$ cat config.mk
export PLATFORM = sky130hd
export DESIGN_NAME = zigma_control_fsm
export DESIGN_NICKNAME = d
export VERILOG_FILES = /design/src/rtl/zigma_control_fsm.sv
export SDC_FILE = /design/constraint.sdc
export NUM_CORES = 1
export LEC_CHECK = 0
export CAP_MARGIN = 20
export CORE_MARGIN = 5
export CORE_UTILIZATION = 50
export DETAILED_ROUTE_END_ITERATION = 12
export PLACE_DENSITY = 0.95
export SYNTH_ARGS = -nofsm -noshare
export SYNTH_HDL_FRONTEND = slang
export SYNTH_SLANG_ARGS = --single-unit
$ cat constraint.sdc
create_clock -name clk -period 5.02 [get_ports clk]
set_input_delay 1.004 -clock clk [delete_from_list [all_inputs] [get_ports clk]]
set_output_delay 1.004 -clock clk [all_outputs]
set_load 0.05 [all_outputs]
$ cat src/rtl/zigma_control_fsm.sv
// Zigma RV32I multi-cycle control sequencer (FETCH/DECODE/EXECUTE/MEM/WB/TRAP).
// In: clk, rst_n, instr (IR), imem_ready, dmem_ready, branch_taken.
// Out: imem_req, ir_en, pc_en, pc_sel, alu_src_a/b, alu_op, dmem_req/we,
//      reg_we, wb_sel, trap, trap_cause, retired.
module zigma_control_fsm #(
    parameter int MEM_TIMEOUT = 16,
    parameter int CNT_W       = 32
) (
    input  logic             clk,
    input  logic             rst_n,
    input  logic [31:0]      instr,
    input  logic             imem_ready,
    input  logic             dmem_ready,
    input  logic             branch_taken,
    output logic             imem_req,
    output logic             ir_en,
    output logic             pc_en,
    output logic [1:0]       pc_sel,
    output logic [1:0]       alu_src_a,
    output logic             alu_src_b,
    output logic [1:0]       alu_op,
    output logic             dmem_req,
    output logic             dmem_we,
    output logic             reg_we,
    output logic [1:0]       wb_sel,
    output logic             trap,
    output logic [1:0]       trap_cause,
    output logic [CNT_W-1:0] retired
);

    typedef enum logic [2:0] {
        S_FETCH,
        S_DECODE,
        S_EXECUTE,
        S_MEM,
        S_WB,
        S_TRAP
    } state_t;

    localparam logic [6:0] OPC_LUI    = 7'b0110111;
    localparam logic [6:0] OPC_AUIPC  = 7'b0010111;
    localparam logic [6:0] OPC_JAL    = 7'b1101111;
    localparam logic [6:0] OPC_JALR   = 7'b1100111;
    localparam logic [6:0] OPC_BRANCH = 7'b1100011;
    localparam logic [6:0] OPC_LOAD   = 7'b0000011;
    localparam logic [6:0] OPC_STORE  = 7'b0100011;
    localparam logic [6:0] OPC_OPIMM  = 7'b0010011;
    localparam logic [6:0] OPC_OP     = 7'b0110011;
    localparam logic [6:0] OPC_FENCE  = 7'b0001111;

    localparam logic [7:0] TMO_LIM = 8'(MEM_TIMEOUT);

    state_t           state_q, state_d;
    logic [7:0]       tmo_q, tmo_d;
    logic             trap_q, trap_d;
    logic [1:0]       cause_q, cause_d;
    logic [CNT_W-1:0] retired_q, retired_d;

    logic [6:0] opcode;
    logic       rd_nz;
    logic       is_lui, is_auipc, is_jal, is_jalr, is_branch;
    logic       is_load, is_store, is_opimm, is_op, is_fence;
    logic       is_legal;
    logic [7:0] tmo_inc;
    logic [1:0] ex_src_a;
    logic       ex_src_b;
    logic [1:0] ex_op;
    logic       unused_instr;

    assign opcode    = instr[6:0];
    assign rd_nz     = (instr[11:7] != 5'd0);
    assign is_lui    = (opcode == OPC_LUI);
    assign is_auipc  = (opcode == OPC_AUIPC);
    assign is_jal    = (opcode == OPC_JAL);
    assign is_jalr   = (opcode == OPC_JALR);
    assign is_branch = (opcode == OPC_BRANCH);
    assign is_load   = (opcode == OPC_LOAD);
    assign is_store  = (opcode == OPC_STORE);
    assign is_opimm  = (opcode == OPC_OPIMM);
    assign is_op     = (opcode == OPC_OP);
    assign is_fence  = (opcode == OPC_FENCE);
    // Every legal opcode ends in 2'b11, so compressed encodings fall out here.
    assign is_legal  = is_lui | is_auipc | is_jal | is_jalr
                     | is_branch | is_load | is_store
                     | is_opimm | is_op | is_fence;
    assign tmo_inc   = tmo_q + 8'd1;
    assign unused_instr = ^instr[31:12];

    // ALU selectors chosen in EXECUTE; MEM and JALR's WB re-present them
    // so the address / target stays stable while the cycle completes.
    always_comb begin
        ex_src_a = 2'b00;
        ex_src_b = 1'b0;
        ex_op    = 2'b00;
        unique case (1'b1)
            is_op: begin
                ex_op = 2'b01;
            end
            is_opimm: begin
                ex_src_b = 1'b1;
                ex_op    = 2'b01;
            end
            is_lui: begin
                ex_src_a = 2'b10;
                ex_src_b = 1'b1;
            end
            is_auipc: begin
                ex_src_a = 2'b01;
                ex_src_b = 1'b1;
            end
            is_load, is_store, is_jalr: begin
                ex_src_b = 1'b1;
            end
            is_branch: begin
                ex_op = 2'b10;
            end
            default: begin
                ex_op = 2'b00;
            end
        endcase
    end

    always_comb begin
        state_d   = state_q;
        tmo_d     = tmo_q;
        trap_d    = trap_q;
        cause_d   = cause_q;
        retired_d = retired_q;
        imem_req  = 1'b0;
        ir_en     = 1'b0;
        pc_en     = 1'b0;
        pc_sel    = 2'b00;
        alu_src_a = 2'b00;
        alu_src_b = 1'b0;
        alu_op    = 2'b00;
        dmem_req  = 1'b0;
        dmem_we   = 1'b0;
        reg_we    = 1'b0;
        wb_sel    = 2'b00;
        case (state_q)
            S_FETCH: begin
                imem_req = 1'b1;
                if (imem_ready) begin
                    ir_en   = 1'b1;
                    state_d = S_DECODE;
                    tmo_d   = '0;
                end else if (tmo_inc == TMO_LIM) begin
                    state_d = S_TRAP;
                    trap_d  = 1'b1;
                    cause_d = 2'b10;
                    tmo_d   = '0;
                end else begin
                    tmo_d = tmo_inc;
                end
            end
            S_DECODE: begin
                if (is_legal) begin
                    state_d = S_EXECUTE;
                end else begin
                    state_d = S_TRAP;
                    trap_d  = 1'b1;
                    cause_d = 2'b01;
                end
            end
            S_EXECUTE: begin
                alu_src_a = ex_src_a;
                alu_src_b = ex_src_b;
                alu_op    = ex_op;
                if (is_branch || is_fence) begin
                    pc_en     = 1'b1;
                    pc_sel    = (is_branch && branch_taken)
                              ? 2'b01 : 2'b00;
                    retired_d = retired_q + CNT_W'(1);
                    state_d   = S_FETCH;
                end else if (is_load || is_store) begin
                    state_d = S_MEM;
                end else begin
                    state_d = S_WB;
                end
            end
            S_MEM: begin
                dmem_req  = 1'b1;
                dmem_we   = is_store;
                alu_src_a = ex_src_a;
                alu_src_b = ex_src_b;
                alu_op    = ex_op;
                if (dmem_ready) begin
                    tmo_d = '0;
                    if (is_store) begin
                        pc_en     = 1'b1;
                        retired_d = retired_q + CNT_W'(1);
                        state_d   = S_FETCH;
                    end else begin
                        state_d = S_WB;
                    end
                end else if (tmo_inc == TMO_LIM) begin
                    state_d = S_TRAP;
                    trap_d  = 1'b1;
                    cause_d = 2'b11;
                    tmo_d   = '0;
                end else begin
                    tmo_d = tmo_inc;
                end
            end
            S_WB: begin
                reg_we = rd_nz;
                if (is_load) begin
                    wb_sel = 2'b01;
                end else if (is_jal || is_jalr) begin
                    wb_sel = 2'b10;
                end
                if (is_jal) begin
                    pc_sel = 2'b01;
                end else if (is_jalr) begin
                    pc_sel    = 2'b10;
                    alu_src_a = ex_src_a;
                    alu_src_b = ex_src_b;
                    alu_op    = ex_op;
                end
                pc_en     = 1'b1;
                retired_d = retired_q + CNT_W'(1);
                state_d   = S_FETCH;
            end
            S_TRAP: begin
                state_d = S_TRAP;
            end
            default: begin
                state_d = S_FETCH;
                tmo_d   = '0;
            end
        endcase
    end

    always_ff @(posedge clk or negedge rst_n) begin
        if (!rst_n) begin
            state_q   <= S_FETCH;
            tmo_q     <= '0;
            trap_q    <= 1'b0;
            cause_q   <= 2'b00;
            retired_q <= '0;
        end else begin
            state_q   <= state_d;
            tmo_q     <= tmo_d;
            trap_q    <= trap_d;
            cause_q   <= cause_d;
            retired_q <= retired_d;
        end
    end

    assign trap       = trap_q;
    assign trap_cause = cause_q;
    assign retired    = retired_q;

endmodule
==> results of run 1 <==
==> routing by layer <==
metal / track usage / wire (µm) / share of wire / vias to the layer above
li1: - / - / - / 1171
met1: 0.263 / 2940 / 0.43 / 1177
met2: 0.334 / 3400 / 0.50 / 101
met3: 0.0465 / 420 / 0.061 / 11
met4: 0.0624 / 94 / 0.014 / 0
met5: 0 / 0 / 0 / -
==> worst max path at each step <==
stage | start | endpoint | cells after the start
after floorplan | instr[5] | alu_op[0] | 5
after global placement | instr[2] | pc_en | 6
after detailed placement | instr[2] | pc_en | 6
after CTS | instr[2] | pc_en | 6
after global routing | instr[2] | alu_src_b | 6
final | instr[2] | pc_en | 6
==> report_power, final <==
part	switching, mW	internal (mW)
clock network	0.122	0.148
registers	0.0870	0.420
logic	0.297	0.160
total	0.507	0.728
==> cell type report <==
cell class | count | area, µm² | area share
Timing Repair Buffer | 69 | 698 | 0.199
Inverter | 7 | 26.3 | 0.00747
Tap cell | 70 | 87.6 | 0.0249
Sequential cell | 46 | 1150 | 0.327
Multi-Input combinational cell | 224 | 1440 | 0.410
Clock inverter | 2 | 37.5 | 0.0107
Clock buffer | 6 | 72.6 | 0.0206
==> through the flow <==
stage | worst slack (ns) | power (mW) | cell area [µm²] | std cells | utilization
floorplan | 0.204 | 0.822 | 2680 | 289 | -
global placement | 0.628 | 0.943 | 3380 | 415 | 0.657
detailed placement | 0.607 | 0.965 | 3380 | 415 | 0.657
CTS | 0.602 | 1.24 | 3490 | 423 | 0.679
global route | 0.466 | 1.31 | 3520 | 424 | 0.684
finish | 0.608 | 1.23 | 3520 | 424 | 0.684
==> sequential cells by signal, summed over array words and instances, names as in the netlist <==
signal and cells:
retired 32, tmo_q 8, state_q 3, trap_cause 2, trap 1
==> kinds of logic after synthesis <==
group                    Yosys count  share of synthesized area
AND/OR/NAND/NOR                  142                      0.297
flip-flops                        46                      0.430
AO/OA/AOI/OAI                     43                      0.108
XOR/XNOR                          35                      0.115
buffers and inverters             19                     0.0332
adder cells (fa/ha/maj)            3                     0.0140
multiplexers                       1                    0.00374
==> worst max-delay path, delay by kind of cell <==
family                 cells  cell delay, ns
buffers and inverters      3            1.60
AO/OA/AOI/OAI              1            0.08
AND/OR/NAND/NOR            2            0.73
==> cells in the final DEF (no fill, tap or decap), drive strengths merged, types with 2 or more instances in the layout <==
cell and count:
nand3 14, nor2 16, nand3b 2, dfrtp 46, a31oi 2, xor2 27, and3b 2, o21ai 10
o21a 3, nand2 31, ha 3, nand2b 5, xnor2 8, and4 2, nand4 9, nor4b 2
nor2b 2, and2 4, and3 5, inv 7, o211ai 2, clkbuf 6, nand4bb 2, or3b 3
nor3 27, o31ai 2, o21bai 3, nor4 12, a21oi 10, clkdlybuf4s50 65, buf 4
==> cells in the mapped netlist, types with 2 or more instances <==
| library cell | count |
|---|---|
| o21ai_1 | 3 |
| and3_1 | 5 |
| o31ai_1 | 2 |
| buf_2 | 2 |
| o21bai_1 | 3 |
| nand2_1 | 31 |
| clkbuf_1 | 8 |
| o21a_1 | 3 |
| o211ai_1 | 2 |
| a31oi_1 | 2 |
| nand3_1 | 14 |
| and3b_1 | 2 |
| nor3_1 | 26 |
| nand3b_1 | 2 |
| nor2_1 | 16 |
| nor4_2 | 4 |
| nand4bb_1 | 2 |
| nor4_1 | 8 |
| xor2_1 | 27 |
| and2_1 | 4 |
| xnor2_1 | 8 |
| buf_6 | 2 |
| ha_1 | 3 |
| nand2b_1 | 5 |
| dfrtp_1 | 46 |
| o21ai_0 | 7 |
| inv_1 | 6 |
| or3b_1 | 2 |
| nand4_1 | 9 |
| and4_1 | 2 |
| nor2b_1 | 2 |
| nor4b_1 | 2 |
| a21oi_1 | 10 |
==> metrics, run 1 <==
kind of critical path=in -> out; vias per std cell=5.80; Max IR drop VDD=0.000246 V; Max Slew Vio Count=0; end point of the worst hold path=retired[31]; PwrDens=351 mW/mm²; CP max stage cell=clkdlybuf4s50_1; GP Congestion=0.854; Starting Density=0.521; share of async-settable or async-resettable flops after synthesis=1.00; Distinct cells, synth=52; Max FO, Critical Path=11; full die area=0.00692 mm²; Seq cells post-synth=46; CTS Hold Bufs=0; Cell Chain, Critical Path=clkdlybuf4s50_1 > or3_4 > nor4_2 > a211oi_2 > inv_2 > clkdlybuf4s50_1; # port buffers=66; ant diodes=0; latest clock arrival within the worst-skew pair=0.30 ns; Core Area=0.00514 mm²; Top-Level Pins=87; fmax=0.227 GHz; fin nets=393; clk buf depth=2; Leak Pwr=1.52 nW; CP peak stage delay=0.84 ns; row count=26; first-pass GRT wire length=11,700 µm; min-delay src=retired[31]; layout cell share with drive strength beyond 1=0.0621; DRT iter0 DRCs=224; placed wire-length estimate=4930 µm; setup violators final=0; CP startpoint kind=input pin; clock skew=0.00798 ns; r2r setup slk=2.72 ns; Ys Warns=0; Via Count=2,460; status=finished clean; RSZ-0062 raised after global routing=false; worst hold path depth=1; maxcap violations=0; drt pass-1 iters=5; synthesized area=0.00268 mm²; Fin Hold WS=0.472 ns; Final ANT Viol Nets=0; WL final=6850 µm; Cells after Synth=289; syn avg cell area=9.26 µm²; most used flip-flop cell after synthesis=dfrtp_1; TritonCTS Buffers=5; Final min period=4.41 ns; initial antenna violation count=0; largest area contributor in the netlist=dfrtp_1; FF-to-FF End=retired[29]; hold crit path type=reg -> reg; CP Data Required Time=4.02 ns; # Post-CTS Setup Buffers=0; # fillers=400; residual DRC count=0; depth of the worst register-to-register path=5; Die X-Extent=83.2 µm; DR WL/cell=16.1 µm; CTS clk-pin slew, worst paths=0.08 ns; top-area cell type share of the netlist area=0.430; Post-synth EDFFs=0; Final Hold Violating Endpoints=0; TNS Setup=0 ns; critical path endpoint category=primary output; syn nets=329; Total GRT Usage=0.202; synth top area cells=dfrtp_1, xor2_1, nor3_1; Root Buffer=clkbuf_8; global route overflow=0; Clock Sinks=46; Die H=83.2 µm; Crit Reg-Reg Startpoint=retired[3]; H-tree levels=2; Rel. slew slack=0.558; sequential area share after synthesis=0.430; Area Growth Syn to Fin=31.4%; CP arrival=3.41 ns; largest net degree at the start of global routing=47; number of global-route vias before repair=2,396; CTS resizes=0; CTS tree=yes; worst slew pin tran=0.659 ns; post-route clock period utilization=0.879; CP most frequent cell=clkdlybuf4s50_1
(Power assumes the default switching activity.)
==> run 2: changes to the inputs <==
--- a/config.mk
+++ b/config.mk
@@ -5,7 +5,7 @@
 export SDC_FILE = /design/constraint.sdc
 export NUM_CORES = 1
 export LEC_CHECK = 0
-export CAP_MARGIN = 20
+export CAP_MARGIN = 5
 export CORE_MARGIN = 5
 export CORE_UTILIZATION = 50
 export DETAILED_ROUTE_END_ITERATION = 12
==> metrics, run 2 (synthesis gave the netlist of run 1 again) <==
status=finished clean; Pwr Total=1.23 mW (-0.12%); vias per std cell=5.82 (+0.36%); met1 wire length=2980 µm (+1.4%); Largest register FFs=32 (unchanged); CTS resizes=0 (unchanged); Root Buffer=clkbuf_8; DR WL/cell=16.2 µm (+0.46%); cell count after placement=415 (unchanged); hold crit path type=reg -> reg; # Post-CTS Setup Buffers=0 (unchanged); worst setup margin=0.603 ns (-0.00553 ns); commonest non-fill, non-tap cell in the layout=clkdlybuf4s50_1; Top-Level Pins=87 (unchanged); # fillers=400 (unchanged); drt pass-1 iters=5 (unchanged); placed wire-length estimate=4930 µm (unchanged); critical path endpoint category=primary output; CTS Hold Bufs=0 (unchanged); Max FO, Critical Path=11 (unchanged); post-route clock period utilization=0.880 (+0.00110); number of global-route vias before repair=2,396 (unchanged); CP most frequent cell=clkdlybuf4s50_1; fmax=0.226 GHz (-0.13%); Total GRT Usage=0.202 (unchanged); PwrDens=353 mW/mm² (+0.67%); Core Area=0.00514 mm² (unchanged); Starting Density=0.521 (unchanged); DRT iter0 DRCs=194 (-13%); kind of critical path=in -> out; CP arrival=3.41 ns (about the same); fin cells=423 (-0.24%); worst slew pin tran=1.02 ns (+0.356 ns); Die H=83.2 µm (unchanged); Area Growth Syn to Fin=30.3%; residual DRC count=0 (unchanged); Final ANT Viol Nets=0 (unchanged); Rel. slew slack=0.323 (-0.235); setup violators final=0 (unchanged); CP peak stage delay=0.84 ns (about the same); Final Hold Violating Endpoints=0 (unchanged); CTS tree=yes; RSZ-0062 raised after global routing=false; TritonCTS Buffers=5 (unchanged); H-tree levels=2 (unchanged); clk buf depth=2 (unchanged); Leak Pwr=1.51 nW (-0.83%); Die X-Extent=83.2 µm (unchanged); WL final=6860 µm (+0.22%); global route overflow=0 (unchanged); Via Count=2,463 (+0.12%); CP startpoint kind=input pin; pre-CTS setup slack=0.607 ns (unchanged); most frequent cells in the layout=clkdlybuf4s50_1, dfrtp_1, nand2_1, xor2_1, nor3_1; CTS clk-pin slew, worst paths=0.08 ns (about the same); latest clock arrival within the worst-skew pair=0.30 ns (about the same); first-pass GRT wire length=11,700 µm (unchanged); TNS Setup=0 ns (unchanged); Final min period=4.42 ns (+0.00553 ns); Clock Sinks=46 (unchanged); initial antenna violation count=0 (unchanged); Max IR drop VDD=0.000245 V (about the same); row count=26 (unchanged); ant diodes=0 (unchanged); Cell Chain, Critical Path=clkdlybuf4s50_1 > or3_4 > nor4_2 > a211oi_2 > inv_2 > clkdlybuf4s50_1; clock skew=0.00704 ns (-0.000937 ns); Max Slew Vio Count=0 (unchanged); # port buffers=66 (unchanged); maxcap violations=0 (unchanged); GP Congestion=0.854 (unchanged); CP Data Required Time=4.02 ns (about the same); CP max stage cell=clkdlybuf4s50_1; layout cell share with drive strength beyond 1=0.0595 (-0.00266); full die area=0.00692 mm² (unchanged); met2 routed WL=3400 µm (+0.18%); Top Metal Used=met4; fin nets=392 (-0.25%); wire length on met3=383 µm (-8.8%); largest net degree at the start of global routing=47 (unchanged)
run 2: worst paths after layout:
kind	to	start	cells past startpoint	slack, ns
max in group asynchronous	tmo_q[0]	rst_n	1	3.52
worst min-delay path	retired[31]	retired[31]	1	0.47
worst max-delay path	pc_en	instr[2]	6	0.60
min in group asynchronous	retired[23]	rst_n	1	0.87
worst max register to register	retired[29]	retired[3]	5	2.72
worst min register to register	retired[31]	retired[31]	1	0.47
run 2: worst max-delay path: cells and delay by family:
kind / cells / cell delay (ns)
buffers and inverters: 3 / 1.60
AND/OR/NAND/NOR: 2 / 0.73
AO/OA/AOI/OAI: 1 / 0.08
run 2: area by class of cell:
cell class                      count  area, µm²  share of cell area
Multi-Input combinational cell    224       1440               0.414
Clock buffer                        6       72.6              0.0208
Tap cell                           70       87.6              0.0251
Timing Repair Buffer               68        671               0.192
Sequential cell                    46       1150               0.330
Clock inverter                      2       37.5              0.0108
Inverter                            7       26.3             0.00753
run 2: where the power goes:
group	switching (mW)	internal, mW	leakage [nW]
registers	0.0877	0.420	0.613
clock network	0.123	0.149	0.0514
logic	0.297	0.157	0.844
total	0.508	0.726	1.51
run 2: layer usage:
metal	global-route usage	vias to the layer above
met3	0.0465	11
li1	-	1169
met5	0	-
met2	0.334	104
met4	0.0624	0
met1	0.263	1179
run 2: stage by stage:
stage	hold slack, ns	area, µm²	utilization
2_1_floorplan	0.484	2680	-
3_3_place_gp	0.456	3380	0.657
3_5_place_dp	0.457	3380	0.657
4_1_cts	0.473	3490	0.679
5_1_grt	0.488	3490	0.679
6_report	0.472	3490	0.679
==> run 3: changes to the inputs <==
--- a/config.mk
+++ b/config.mk
@@ -7,9 +7,9 @@
 export LEC_CHECK = 0
 export CAP_MARGIN = 5
 export CORE_MARGIN = 5
-export CORE_UTILIZATION = 50
+export CORE_UTILIZATION = 40
 export DETAILED_ROUTE_END_ITERATION = 12
-export PLACE_DENSITY = 0.95
+export PLACE_DENSITY = 0.8
 export SYNTH_ARGS = -nofsm -noshare
 export SYNTH_HDL_FRONTEND = slang
 export SYNTH_SLANG_ARGS = --single-unit
==> metrics, run 3 (synthesis gave the netlist of run 1 again) <==
CP arrival=3.46 ns (+0.05 ns); Flop pwr share=0.427 (+0.016); DR WL/cell=15.1 µm (-6.9%); Leak Pwr=1.50 nW (-0.54%); depth of the worst register-to-register path=6 (+1); CTS tree=yes; CP max stage cell=clkdlybuf4s50_1; maxcap violations=0 (unchanged); Top-Level Pins=87 (unchanged); WP buf/inv=2 (-1); vias per std cell=5.51 (-5.4%); Core Area=0.00642 mm² (+25%); Die H=91.8 µm (+10%); first-pass GRT wire length=11,200 µm (-4.8%); Via Count=2,362 (-4.1%); DRT iter0 DRCs=103 (-47%); setup violators final=0 (unchanged); post-route clock period utilization=0.890 (+0.00986); layout cell share with drive strength beyond 1=0.0625 (+0.00301); worst hold path depth=1 (unchanged); Root Buffer=clkbuf_8; Final Hold Violating Endpoints=0 (unchanged); Final min period=4.47 ns (+0.0495 ns); largest net degree at the start of global routing=47 (unchanged); most frequent cells in the layout=clkdlybuf4s50_1, dfrtp_1, nand2_1, xor2_1, nor3_1; PwrDens=340 mW/mm² (-3.7%); CP most frequent cell=clkdlybuf4s50_1; commonest non-fill, non-tap cell in the layout=clkdlybuf4s50_1; CTS Hold Bufs=0 (unchanged); Starting Density=0.417 (-0.104); drt pass-1 iters=4 (-1); switching power share of the total=0.429 (+0.0174); CP peak stage delay=0.84 ns (about the same); # fillers=572 (+43%); Multi-input gate area=0.00145 mm² (+0.52%); GP Congestion=0.850 (-0.48%); Max FO, Critical Path=11 (unchanged); TritonCTS Buffers=5 (unchanged); CTS clk-pin slew, worst paths=0.09 ns (about the same); combinational share of power=0.381 (+0.013); NetSw=0.507 mW (about the same); ant diodes=0 (unchanged); number of global-route vias before repair=2,288 (-4.5%); hold crit path type=reg -> reg; Die X-Extent=91.8 µm (+10%); CP startpoint kind=input pin; FF/Latch Area=0.00115 mm² (unchanged); worst setup margin=0.553 ns (-0.0495 ns); internal power=0.675 mW (-6.9%); kind of critical path=in -> out; Area Growth Syn to Fin=29.8%; fmax=0.224 GHz (-1.1%); Rel. slew slack=0.329 (+0.00616); Clock power frac=0.193 (-0.027); cell count after placement=421 (+1.4%); Post-DP Area=0.00338 mm² (+0.19%); WL final=6480 µm (-5.6%); H-tree levels=2 (unchanged); Cell Chain, Critical Path=clkdlybuf4s50_1 > nand2_1 > nor4_2 > o221ai_1 > nor3_1 > clkdlybuf4s50_1; cell depth of the worst setup path=6 (unchanged); # port buffers=66 (unchanged); crit-path leading delay family=buffers and inverters; Final ANT Viol Nets=0 (unchanged); RSZ-0062 raised after global routing=false; Max Slew Vio Count=0 (unchanged); TNS Setup=0 ns (unchanged); clk buf depth=2 (unchanged); status=finished clean; fin cells=429 (+1.4%); residual DRC count=0 (unchanged); Clock Sinks=46 (unchanged); placed wire-length estimate=4800 µm (-2.7%); # Post-CTS Setup Buffers=0 (unchanged); CP Data Required Time=4.02 ns (about the same); final instance area=0.00347 mm² (-0.39%); latest clock arrival within the worst-skew pair=0.31 ns (about the same); critical path endpoint category=primary output; worst slew pin tran=1.01 ns (-0.00924 ns); row count=29 (+12%); global route overflow=0 (unchanged); pre-CTS setup slack=0.535 ns (-0.0716 ns); Max IR drop VDD=0.000281 V (+15%); Largest register FFs=32 (unchanged); initial antenna violation count=0 (unchanged); clock skew=0.0124 ns (+0.00532 ns); Total GRT Usage=0.159 (-0.0433); full die area=0.00843 mm² (+22%); CTS resizes=0 (unchanged); fin nets=391 (-0.26%)
[run 3: cell types whose count changed in the layout (fill, tap and decap cells not counted)]
cell and change:
clkdlybuf4s50_1 -1, clkinv_2 +1, bufinv_16 -1, clkinv_4 +1
a211oi_2 -1, clkbuf_1 -1, a211oi_4 +1
[run 3: metal layers]
layer	GRT usage	wire length (µm)	up-vias
met3	0.0393	361	5
met1	0.213	2860	1140
met2	0.257	3180	51
li1	-	-	1166
met5	0	0	-
met4	0.0433	75	0
[run 3: path summary, 6_finish.rpt]
path / end / startpoint / slack (ns)
min reg2reg: retired[31] / retired[31] / 0.47
max in group asynchronous: tmo_q[3] / rst_n / 3.52
min in group asynchronous: retired[22] / rst_n / 0.86
max: alu_src_b / instr[5] / 0.55
min: retired[31] / retired[31] / 0.47
max reg2reg: retired[6] / state_q[1] / 2.79
[run 3: power groups by stage]
stage | combinational, mW | clock [mW] | sequential, mW
2_1_floorplan | 0.291 | 0 | 0.531
3_3_place_gp | 0.443 | 0 | 0.507
3_5_place_dp | 0.453 | 0 | 0.511
4_1_cts | 0.455 | 0.232 | 0.504
5_1_grt | 0.494 | 0.244 | 0.519
6_report | 0.450 | 0.228 | 0.505
[run 3: cell type report]
class                      count  share of cell area
clock buffer                   5              0.0198
multi-input combinational    224               0.417
tap                           77              0.0277
inverter                       7             0.00756
timing repair buffer          67               0.190
clock inverter                 3             0.00612
sequential                    46               0.331
[run 3: metrics by stage]
stage | utilization | power [mW] | hold slack [ns]
2_1_floorplan | - | 0.822 | 0.484
3_3_place_gp | 0.527 | 0.951 | 0.456
3_5_place_dp | 0.527 | 0.964 | 0.458
4_1_cts | 0.541 | 1.19 | 0.474
5_1_grt | 0.541 | 1.26 | 0.498
6_report | 0.541 | 1.18 | 0.471
